`src/rtl/i2s_capture_if.sv`:
```
// i2s_capture_if: audio RAM write port plus frame status produced by the I2S capture block.
//   master (capture side) drives:  we, waddr {chan, frame}, wdata, frame, frame_done, overrun
//   slave  (audio engine side) receives the same signals as inputs.
interface i2s_capture_if #(
  parameter int CHAN_W   = 3,
  parameter int FRAME_W  = 6,
  parameter int SAMPLE_W = 16
);
  logic                      we;
  logic [CHAN_W+FRAME_W-1:0] waddr;
  logic [SAMPLE_W-1:0]       wdata;
  logic [FRAME_W-1:0]        frame;
  logic                      frame_done;
  logic                      overrun;

  modport master (output we, waddr, wdata, frame, frame_done, overrun);
  modport slave  (input  we, waddr, wdata, frame, frame_done, overrun);
endinterface

```
`src/rtl/i2s_capture.sv`:
```
// i2s_capture: deserialises up to 4 I2S data lines (2 mono channels each) into 16-bit
// samples and, once per frame, bursts one sample per channel into the audio input RAM
// at address {chan, frame}, then advances the frame counter and pulses frame_done.
//
// Ports:
//   ck          system clock (all logic on posedge)
//   rst         asynchronous active-low reset
//   sck         I2S bit clock, synchronous to ck
//   frame_posn  bit position within the 64-bit I2S frame
//   sd_in       I2S serial data, one bit per line
//   enable      1 = capture may write the RAM, 0 = host owns the RAM
//   pattern     test-pattern select (only with I2S_CAPTURE_PATTERN_EN)
//   bus         i2s_capture_if.master: we/waddr/wdata/frame/frame_done/overrun
//
// Optional build macro: I2S_CAPTURE_PATTERN_EN -- when defined and pattern=1, each write
// carries {chan, frame, zeros} instead of captured audio; timing is unchanged.
module i2s_capture #(
  parameter int LINES    = 4,
  parameter int CHAN_W   = 3,
  parameter int FRAME_W  = 6,
  parameter int SAMPLE_W = 16
) (
  input  logic             ck,
  input  logic             rst,
  input  logic             sck,
  input  logic [5:0]       frame_posn,
  input  logic [LINES-1:0] sd_in,
  input  logic             enable,
  input  logic             pattern,
  i2s_capture_if.master    bus
);
  localparam int NCHAN = 2 * LINES;
  localparam logic [CHAN_W-1:0] LAST_CHAN = CHAN_W'(NCHAN - 1);

  typedef enum logic [1:0] {IDLE, WRITE, DONE} state_t;

  state_t state, state_next;

  logic sck_d, sck_rise, frame_end, start;
  logic left_slot, right_slot;

  logic [SAMPLE_W-1:0] left_sh  [LINES];
  logic [SAMPLE_W-1:0] right_sh [LINES];
  logic [SAMPLE_W-1:0] holding  [NCHAN];

  logic [CHAN_W-1:0]         chan, chan_next, wr_chan;
  logic [SAMPLE_W-1:0]       wr_sample;
  logic                      we_next, frame_done_next;
  logic [CHAN_W+FRAME_W-1:0] waddr_next;
  logic [SAMPLE_W-1:0]       wdata_next;
  logic [FRAME_W-1:0]        frame_next;

  assign sck_rise  = sck & ~sck_d;
  assign frame_end = sck_rise && (frame_posn == 6'd63);
  // One-bit I2S delay: left word occupies posn 1..16, right word 33..48, MSB first.
  assign left_slot  = (frame_posn >= 6'd1)  && (frame_posn <= 6'd16);
  assign right_slot = (frame_posn >= 6'd33) && (frame_posn <= 6'd48);

  // Per-line shifters run regardless of enable so capture resumes on a clean frame.
  always_ff @(posedge ck or negedge rst) begin
    if (!rst) begin
      for (int i = 0; i < LINES; i++) begin
        left_sh[i]  <= '0;
        right_sh[i] <= '0;
      end
    end else if (sck_rise) begin
      for (int i = 0; i < LINES; i++) begin
        if (left_slot)  left_sh[i]  <= {left_sh[i][SAMPLE_W-2:0], sd_in[i]};
        if (right_slot) right_sh[i] <= {right_sh[i][SAMPLE_W-2:0], sd_in[i]};
      end
    end
  end

  // Frame hand-off. A frame that ends while a burst is still in flight is dropped so
  // the burst keeps its own data; the loss is recorded in the sticky overrun flag.
  always_ff @(posedge ck or negedge rst) begin
    if (!rst) begin
      sck_d       <= 1'b0;
      start       <= 1'b0;
      bus.overrun <= 1'b0;
      for (int i = 0; i < NCHAN; i++) holding[i] <= '0;
    end else begin
      sck_d <= sck;
      start <= frame_end && (state == IDLE);
      if (frame_end && (state != IDLE)) bus.overrun <= 1'b1;
      if (frame_end && (state == IDLE)) begin
        for (int i = 0; i < LINES; i++) begin
          holding[2*i]   <= left_sh[i];
          holding[2*i+1] <= right_sh[i];
        end
      end
    end
  end

  // Channel that the next registered write will carry.
  assign wr_chan = (state == IDLE) ? '0 : chan + 1'b1;

  always_comb begin
    wr_sample = holding[wr_chan];
`ifdef I2S_CAPTURE_PATTERN_EN
    if (pattern) begin
      wr_sample = '0;
      wr_sample[SAMPLE_W-1 -: 4]       = 4'(wr_chan);
      wr_sample[SAMPLE_W-5 -: FRAME_W] = bus.frame;
    end
`endif
  end

`ifndef I2S_CAPTURE_PATTERN_EN
  logic unused_pattern;
  assign unused_pattern = pattern;
`endif

  always_comb begin
    state_next      = state;
    chan_next       = chan;
    we_next         = 1'b0;
    waddr_next      = bus.waddr;
    wdata_next      = bus.wdata;
    frame_next      = bus.frame;
    frame_done_next = 1'b0;
    unique case (state)
      IDLE: begin
        if (start && enable) begin
          state_next = WRITE;
          chan_next  = wr_chan;
          we_next    = 1'b1;
          waddr_next = {wr_chan, bus.frame};
          wdata_next = wr_sample;
        end
      end
      WRITE: begin
        if (!enable) begin
          state_next = IDLE;          // abort: no frame_done, frame holds
        end else if (chan == LAST_CHAN) begin
          state_next      = DONE;
          frame_done_next = 1'b1;
          frame_next      = bus.frame + 1'b1;
        end else begin
          chan_next  = wr_chan;
          we_next    = 1'b1;
          waddr_next = {wr_chan, bus.frame};
          wdata_next = wr_sample;
        end
      end
      DONE:    state_next = IDLE;
      default: state_next = IDLE;
    endcase
  end

  always_ff @(posedge ck or negedge rst) begin
    if (!rst) begin
      state          <= IDLE;
      chan           <= '0;
      bus.we         <= 1'b0;
      bus.waddr      <= '0;
      bus.wdata      <= '0;
      bus.frame      <= '0;
      bus.frame_done <= 1'b0;
    end else begin
      state          <= state_next;
      chan           <= chan_next;
      bus.we         <= we_next;
      bus.waddr      <= waddr_next;
      bus.wdata      <= wdata_next;
      bus.frame      <= frame_next;
      bus.frame_done <= frame_done_next;
    end
  end
endmodule
```
`src/flat_wrapper.sv`:
```
// flat-port wrapper written by rule: the top's interface ports become plain ports
module i2s_capture_flat 
#(
  parameter int LINES    = 4,
  parameter int CHAN_W   = 3,
  parameter int FRAME_W  = 6,
  parameter int SAMPLE_W = 16
)
  (ck, rst, sck, frame_posn, sd_in, enable, pattern, bus_we, bus_waddr, bus_wdata, bus_frame, bus_frame_done, bus_overrun);
  i2s_capture_if #(.CHAN_W(CHAN_W), .FRAME_W(FRAME_W), .SAMPLE_W(SAMPLE_W)) bus_i ();
  input  logic ck;
  input  logic rst;
  input  logic sck;
  input  logic [5:0] frame_posn;
  input  logic [LINES-1:0] sd_in;
  input  logic enable;
  input  logic pattern;
  output wire logic [$bits(bus_i.we)-1:0] bus_we;
  output wire logic [$bits(bus_i.waddr)-1:0] bus_waddr;
  output wire logic [$bits(bus_i.wdata)-1:0] bus_wdata;
  output wire logic [$bits(bus_i.frame)-1:0] bus_frame;
  output wire logic [$bits(bus_i.frame_done)-1:0] bus_frame_done;
  output wire logic [$bits(bus_i.overrun)-1:0] bus_overrun;
  assign bus_we = bus_i.we;
  assign bus_waddr = bus_i.waddr;
  assign bus_wdata = bus_i.wdata;
  assign bus_frame = bus_i.frame;
  assign bus_frame_done = bus_i.frame_done;
  assign bus_overrun = bus_i.overrun;
  i2s_capture #(.LINES(LINES), .CHAN_W(CHAN_W), .FRAME_W(FRAME_W), .SAMPLE_W(SAMPLE_W)) u_core (.ck(ck), .rst(rst), .sck(sck), .frame_posn(frame_posn), .sd_in(sd_in), .enable(enable), .pattern(pattern), .bus(bus_i));
endmodule
```
`config.mk`:
```
export PLATFORM = sky130hd
export DESIGN_NAME = i2s_capture_flat
export DESIGN_NICKNAME = d
export VERILOG_FILES = /design/src/rtl/i2s_capture_if.sv /design/src/rtl/i2s_capture.sv /design/src/flat_wrapper.sv
export SDC_FILE = /design/constraint.sdc
export NUM_CORES = 1
export LEC_CHECK = 0
export BUFFER_PORTS_ARGS = -buffer_cell sky130_fd_sc_hd__buf_2
export CAP_MARGIN = 10
export CORE_MARGIN = 3
export CORE_UTILIZATION = 40
export CTS_BUF_LIST = sky130_fd_sc_hd__clkbuf_4
export DETAILED_ROUTE_END_ITERATION = 8
export MAX_ROUTING_LAYER = met4
export PLACE_DENSITY = 0.61
export SKIP_CTS_REPAIR_TIMING = 1
export SLEW_MARGIN = 20
export SYNTH_ARGS = -nofsm -noshare
export SYNTH_HDL_FRONTEND = slang
export SYNTH_SLANG_ARGS = --single-unit
```
`constraint.sdc`:
```
create_clock -name ck -period 2.6 [get_ports ck]
set_input_delay 0.52 -clock ck [delete_from_list [all_inputs] [get_ports ck]]
set_output_delay 0.52 -clock ck [all_outputs]
set_load 0.02 [all_outputs]
```
[After elaboration in Yosys (flattened, before gate mapping)]
Cells that the tools add are included.
Word-level totals
  flip-flop bits (word level): 297
  input bits: 15
  output and inout port bits: 34
  word-level logic and storage cells: 84
Cells by class
  $add $sub $neg: 2
  order comparisons: 5
  equal/unequal tests: 7
  muxes and demuxes: 27
  bitwise logic cells: 3
  reduce and logical (&&, ||, !) cells: 14
Operators with widths (number)
  16-bit 2-to-1 mux: 5
  16-bit binary-select mux with 3-bit select: 1
  16-bit case mux with 2 select lines: 1
  9-bit 2-to-1 mux: 3
  9-bit case mux with 2 select lines: 1
  3-bit 2-to-1 mux: 4
  6-bit by 1-bit adder with 6-bit output (second input constant): 1
  6-bit equality test (second input constant): 1
  6-bit by 1-bit >= comparator with 1-bit output (second input constant): 1
  6-bit >= comparator (second input constant): 1
  6-bit by 5-bit less-or-equal comparator with 1-bit output (second input constant): 1
  6-bit less-or-equal comparator (second input constant): 1
  1-bit logical AND: 6
  1-bit 2-to-1 mux: 6
  2-bit 2-to-1 mux: 3
  2-bit inequality test (second input constant): 3
  3-bit case mux with 2 select lines: 1
  2-bit AND reduction: 3
  4-bit >= comparator (second input constant): 1
  3-bit NOT with 4-bit output: 1
  2-bit case mux with 2 select lines: 1
  4-bit AND reduction: 1
  2-bit nonzero test: 2
  3-bit by 1-bit adder with 3-bit output (second input constant): 1
  other kinds (8): 8

[Longest topological paths before layout]
  depth in word-level cells: 9
  gate-level depth with buffers: 7
  depth with buffers taken out: 6

[Least setup slack after synthesis]
No wires, ideal clock.
  path kind: flip-flop to flip-flop
  from: register u_core.chan[1]
  to: register u_core.bus.waddr[5]
  setup time: 0.128 ns
  arrival: 1.917 ns
  data required time: 2.472 ns
  setup slack: 0.555 ns
  cell stages (with the launch flop): 7
  path buffers: 1
  period minus slack after synthesis: 2.045 ns
  cell sequence: dfrtp_1 -> ha_1 -> ha_1 -> and2b_1 -> o21ai_2 -> buf_2 -> mux2_1
On the way
  longest elaborated chain between the ends: 3
RTL lines
  start: declaration: line i2s_capture.sv:46  | logic [CHAN_W-1:0] chan, chan_next, wr_chan;
  start signal: assignment: line i2s_capture.sv:162  | chan <= chan_next;
  3-bit equality test: line i2s_capture.sv:135  | end else if (chan == LAST_CHAN) begin
  2-bit inequality test (no line)
  4-bit AND reduction (no line)
  end signal: assignment: line i2s_capture.sv:164  | bus.waddr <= waddr_next;
  end: declaration: line i2s_capture_if.sv:16  | modport master (output we, waddr, wdata, frame, frame_done, overrun);
No other way between the ends.
A chain may end at the register's enable or synchronous reset.

[Worst setup path after layout]
  from: register u_core.chan[0]
  to: register u_core.bus.wdata[8]
On the way
  longest elaborated chain between the ends: 9
  elaborated cells between the ends (all ways): 13
  those cells by class: add/sub: 1; eq/ne: 2; mux: 8; bitwise: 1; reduce/logical: 1
RTL lines
  3-bit by 1-bit adder with 3-bit output: line i2s_capture.sv:96  | assign wr_chan = (state == IDLE) ? '0 : chan + 1'b1;
  3-bit 2-to-1 mux: line i2s_capture.sv:96
  3-bit NOT with 4-bit output (not written as such): line i2s_capture.sv:99  | wr_sample = holding[wr_chan];
  16-bit binary-select mux with 3-bit select: line i2s_capture.sv:99
  16-bit 2-to-1 mux (not written as such) (2 in series): line i2s_capture.sv:99
  16-bit 2-to-1 mux: line i2s_capture.sv:135
  16-bit 2-to-1 mux: line i2s_capture.sv:133  | if (!enable) begin
  16-bit case mux with 2 select lines: line i2s_capture.sv:122  | unique case (state)
  end signal: assignment: line i2s_capture.sv:165  | bus.wdata <= wdata_next;
  end: declaration: line i2s_capture_if.sv:16
Parallel ways exist; a longest one is shown, timed or not. The select of a mux whose other input is x is not followed.

==> impl_metrics.ini <==
[pwr]
power_mw = 9.96
power.leakage_nw = 7.36
powerDensity_nw_per_um2 = 692
peakVddDrop_v = 0.000244

[grt]
antenna_found_initial = 1
track_usage_pct = 16.9
grt_max_degree = 93
grt_pass1_wl_mm = 43.7
grt_overflow = 0
grt_pass1_vias = 7771

[timing]
fin_skew_ns = 0.0279
worst_slew_margin_rel_pct = 39.6
tns_ns = 0
hold_viol = 0
max_freq_ghz = 0.419
setup_ws_ns = 0.211
slew_violations = 0
fin_crit_sh_pct = 91.9
min_period_ns = 2.39
finalSetupViolCount = 0
worst_pin_slew_ns = 0.905
rsz0062_at_grt = no

[min_path]
holdCritPathClass = in -> reg

[die]
fp.dieW_um = 184
start_util_pct = 41.1
ioPinCount = 49
core_sq_um = 30900
die-area_sq_um = 33900
rows = 64
die_h_um = 184

[placed_design]
detailed_place_hpwl_mm = 16.9
io_buffers = 47
place_inst = 1273
pre_cts_ws_ns = 0.239
gp_congestion = 0.767

[critical_path]
critPathBufInv = 1
endpoint_kind = register
required_ns = 3.17
critPathLaunchType = register
critPathMaxStageDelay_ns = 0.49
critical_path_class = reg -> reg
cp_slowest_cell = dfrtp_4
crit_chain = ha_1 > ha_1 > nor3b_1 > o21a_1 > buf_4 > o221ai_1 > o221ai_1
critPathTopFamily = compound AO/OA/AOI/OAI gates
worstPathArrival_ns = 2.96
critPathMaxFanout = 8

[clock_tree]
ctsRootBufferMaster = clkbuf_4
cts_made_buffers = 81
cts_tree = yes
path_clk_slew_ns = 0.07
clock-sinks = 294
h-tree-depth = 3
cts_buffer_depth = 3
insertion_delay_ns = 0.68

[job]
drv_cap = 0

[logic_synthesis]
synth_cells = 855
synth_top_area_share_pct = 57.9
synthTopCellsByArea = dfrtp_1, mux2_2, mux2_4
synth_ff_type = dfrtp_1
synth-edff-count = 0
synth_seq_cells = 294
syn_nets = 873
async_flop_share_pct = 100
synthesis.area_sq_um = 12700
synth_cell_type_count = 48
yosys_warnings = 0
seq_area_frac_synth_pct = 57.9
synth_top_area_cell = dfrtp_1
syn_area_per_cell_sq_um = 14.9

[route]
routedWlPerCell_um = 18.9
viasPerCell = 5.21
drtPass1Iterations = 5
drt-total-wl_mm = 26.7
num_vias = 7365
dr.first_iter.drc_count = 311
drcViolationCount = 0
antenna_left = 0

[run_status]
status = finished clean

[layout]
layout_common_cells = dfrtp_1, mux2_2, clkbuf_4
stdcell_count = 1414
drive_above_1_share_pct = 46.1
syn_to_final_growth_pct = 13.3
layout_commonest_cell = dfrtp_1
multiInputGateArea_sq_um = 4880
fill_cells = 2806
nNetsFinal = 980
ff_latch_area_sq_um = 7360
==> Yosys cell counts (2+ instances only) <==
cell type  instances
dfrtp_1          294
mux2_2           199
mux2_4            60
mux2_1            31
a21oi_1           27
nand2b_1          23
nand2_1           22
o221ai_1          22
or3_1             22
buf_6             17
buf_2             13
o21ai_0           13
clkbuf_1          12
nor2b_1            9
o22ai_1            7
buf_12             6
inv_1              6
nor2_1             6
nor3_1             6
a211oi_1           5
o21bai_1           5
a221o_1            3
buf_1              3
ha_1               3
nand4_1            3
nor4_1             3
xnor2_1            3
a221oi_1           2
a22o_1             2
a22oi_1            2
and4b_1            2
buf_4              2
mux2i_1            2
nand2_4            2
nor2_2             2
nor3b_1            2
o21ai_1            2
xor2_1             2
==> where the power goes <==
| part | total, mW | leakage [nW] | internal, mW | switching [mW] |
|---|---|---|---|---|
| Sequential | 5.14 | 4.04 | 4.89 | 0.253 |
| Clock | 4.05 | 0.601 | 2.19 | 1.85 |
| Combinational | 0.766 | 2.72 | 0.434 | 0.333 |
| Total | 9.96 | 7.36 | 7.52 | 2.44 |
==> sequential cells by signal, indices dropped and copies added (netlist names) <==
| register | cells |
|---|---|
| u_core.start | 1 |
| u_core.right_sh | 64 |
| u_core.chan | 3 |
| u_core.bus.overrun | 1 |
| u_core.bus.wdata | 16 |
| u_core.bus.we | 1 |
| u_core.holding | 128 |
| u_core.bus.frame | 6 |
| u_core.sck_d | 1 |
| u_core.bus.waddr | 6 |
| u_core.bus.frame_done | 1 |
| u_core.state | 2 |
| u_core.left_sh | 64 |
==> final cells by class <==
class	instances	share of cell area [%]
Sequential cell	294	51.2
Multi-Input combinational cell	502	33.9
Clock buffer	120	6.26
Timing Repair Buffer	77	4.35
Tap cell	396	3.45
Clock inverter	18	0.661
Inverter	6	0.157
Antenna cell	1	0.0174
==> metrics by stage <==
| step | hold WS, ns | utilization, % | cell area [sq um] |
|---|---|---|---|
| after floorplan | 0.224 | - | 12700 |
| after global placement | 0.455 | 43.2 | 13400 |
| after detailed placement | 0.471 | 43.2 | 13400 |
| after CTS | -0.230 | 46.5 | 14400 |
| after global routing | 0.0429 | 46.5 | 14400 |
| final | 0.0919 | 46.5 | 14400 |
==> final timing paths <==
| kind | startpoint | endpoint | slack (ns) | depth (start not counted) |
|---|---|---|---|---|
| max | u_core.chan[0]$_DFFE_PN0P_ | u_core.bus.wdata[8]$_DFFE_PN0P_ | 0.21 | 7 |
| min | sd_in[2] | u_core.right_sh[16]$_DFFE_PN0P_ | 0.09 | 2 |
| max reg2reg | u_core.chan[0]$_DFFE_PN0P_ | u_core.bus.wdata[8]$_DFFE_PN0P_ | 0.21 | 7 |
| min reg2reg | u_core.holding[107]$_DFFE_PN0P_ | u_core.holding[107]$_DFFE_PN0P_ | 0.48 | 1 |
| max in group asynchronous | rst | u_core.holding[45]$_DFFE_PN0P_ | 1.52 | 3 |
| min in group asynchronous | rst | u_core.right_sh[17]$_DFFE_PN0P_ | 0.39 | 2 |
==> layer usage <==
metal | up-vias | global-route usage [%] | routed length [um]
met2 | 150 | 25.6 | 12500
met3 | 44 | 3.47 | 1050
met1 | 3807 | 22.8 | 12600
met4 | 0 | 5.68 | 548
li1 | 3364 | - | -
met5 | - | - | 0
==> logic make-up after synthesis <==
kind of cell             synth area share [%]
AO/OA/AOI/OAI                            4.87
XOR/XNOR                                0.473
adder cells (fa/ha/maj)                 0.296
buffers and inverters                    3.71
flip-flops                               57.9
multiplexers                             27.7
AND/OR/NAND/NOR                          5.07
==> worst register-to-register path, cell delays in order (launching register included) <==
cell and delay [ns]:
dfrtp_4 0.49, ha_1 0.21, ha_1 0.30, nor3b_1 0.27
o21a_1 0.48, buf_4 0.24, o221ai_1 0.11, o221ai_1 0.19
(Power assumes the default switching activity.)
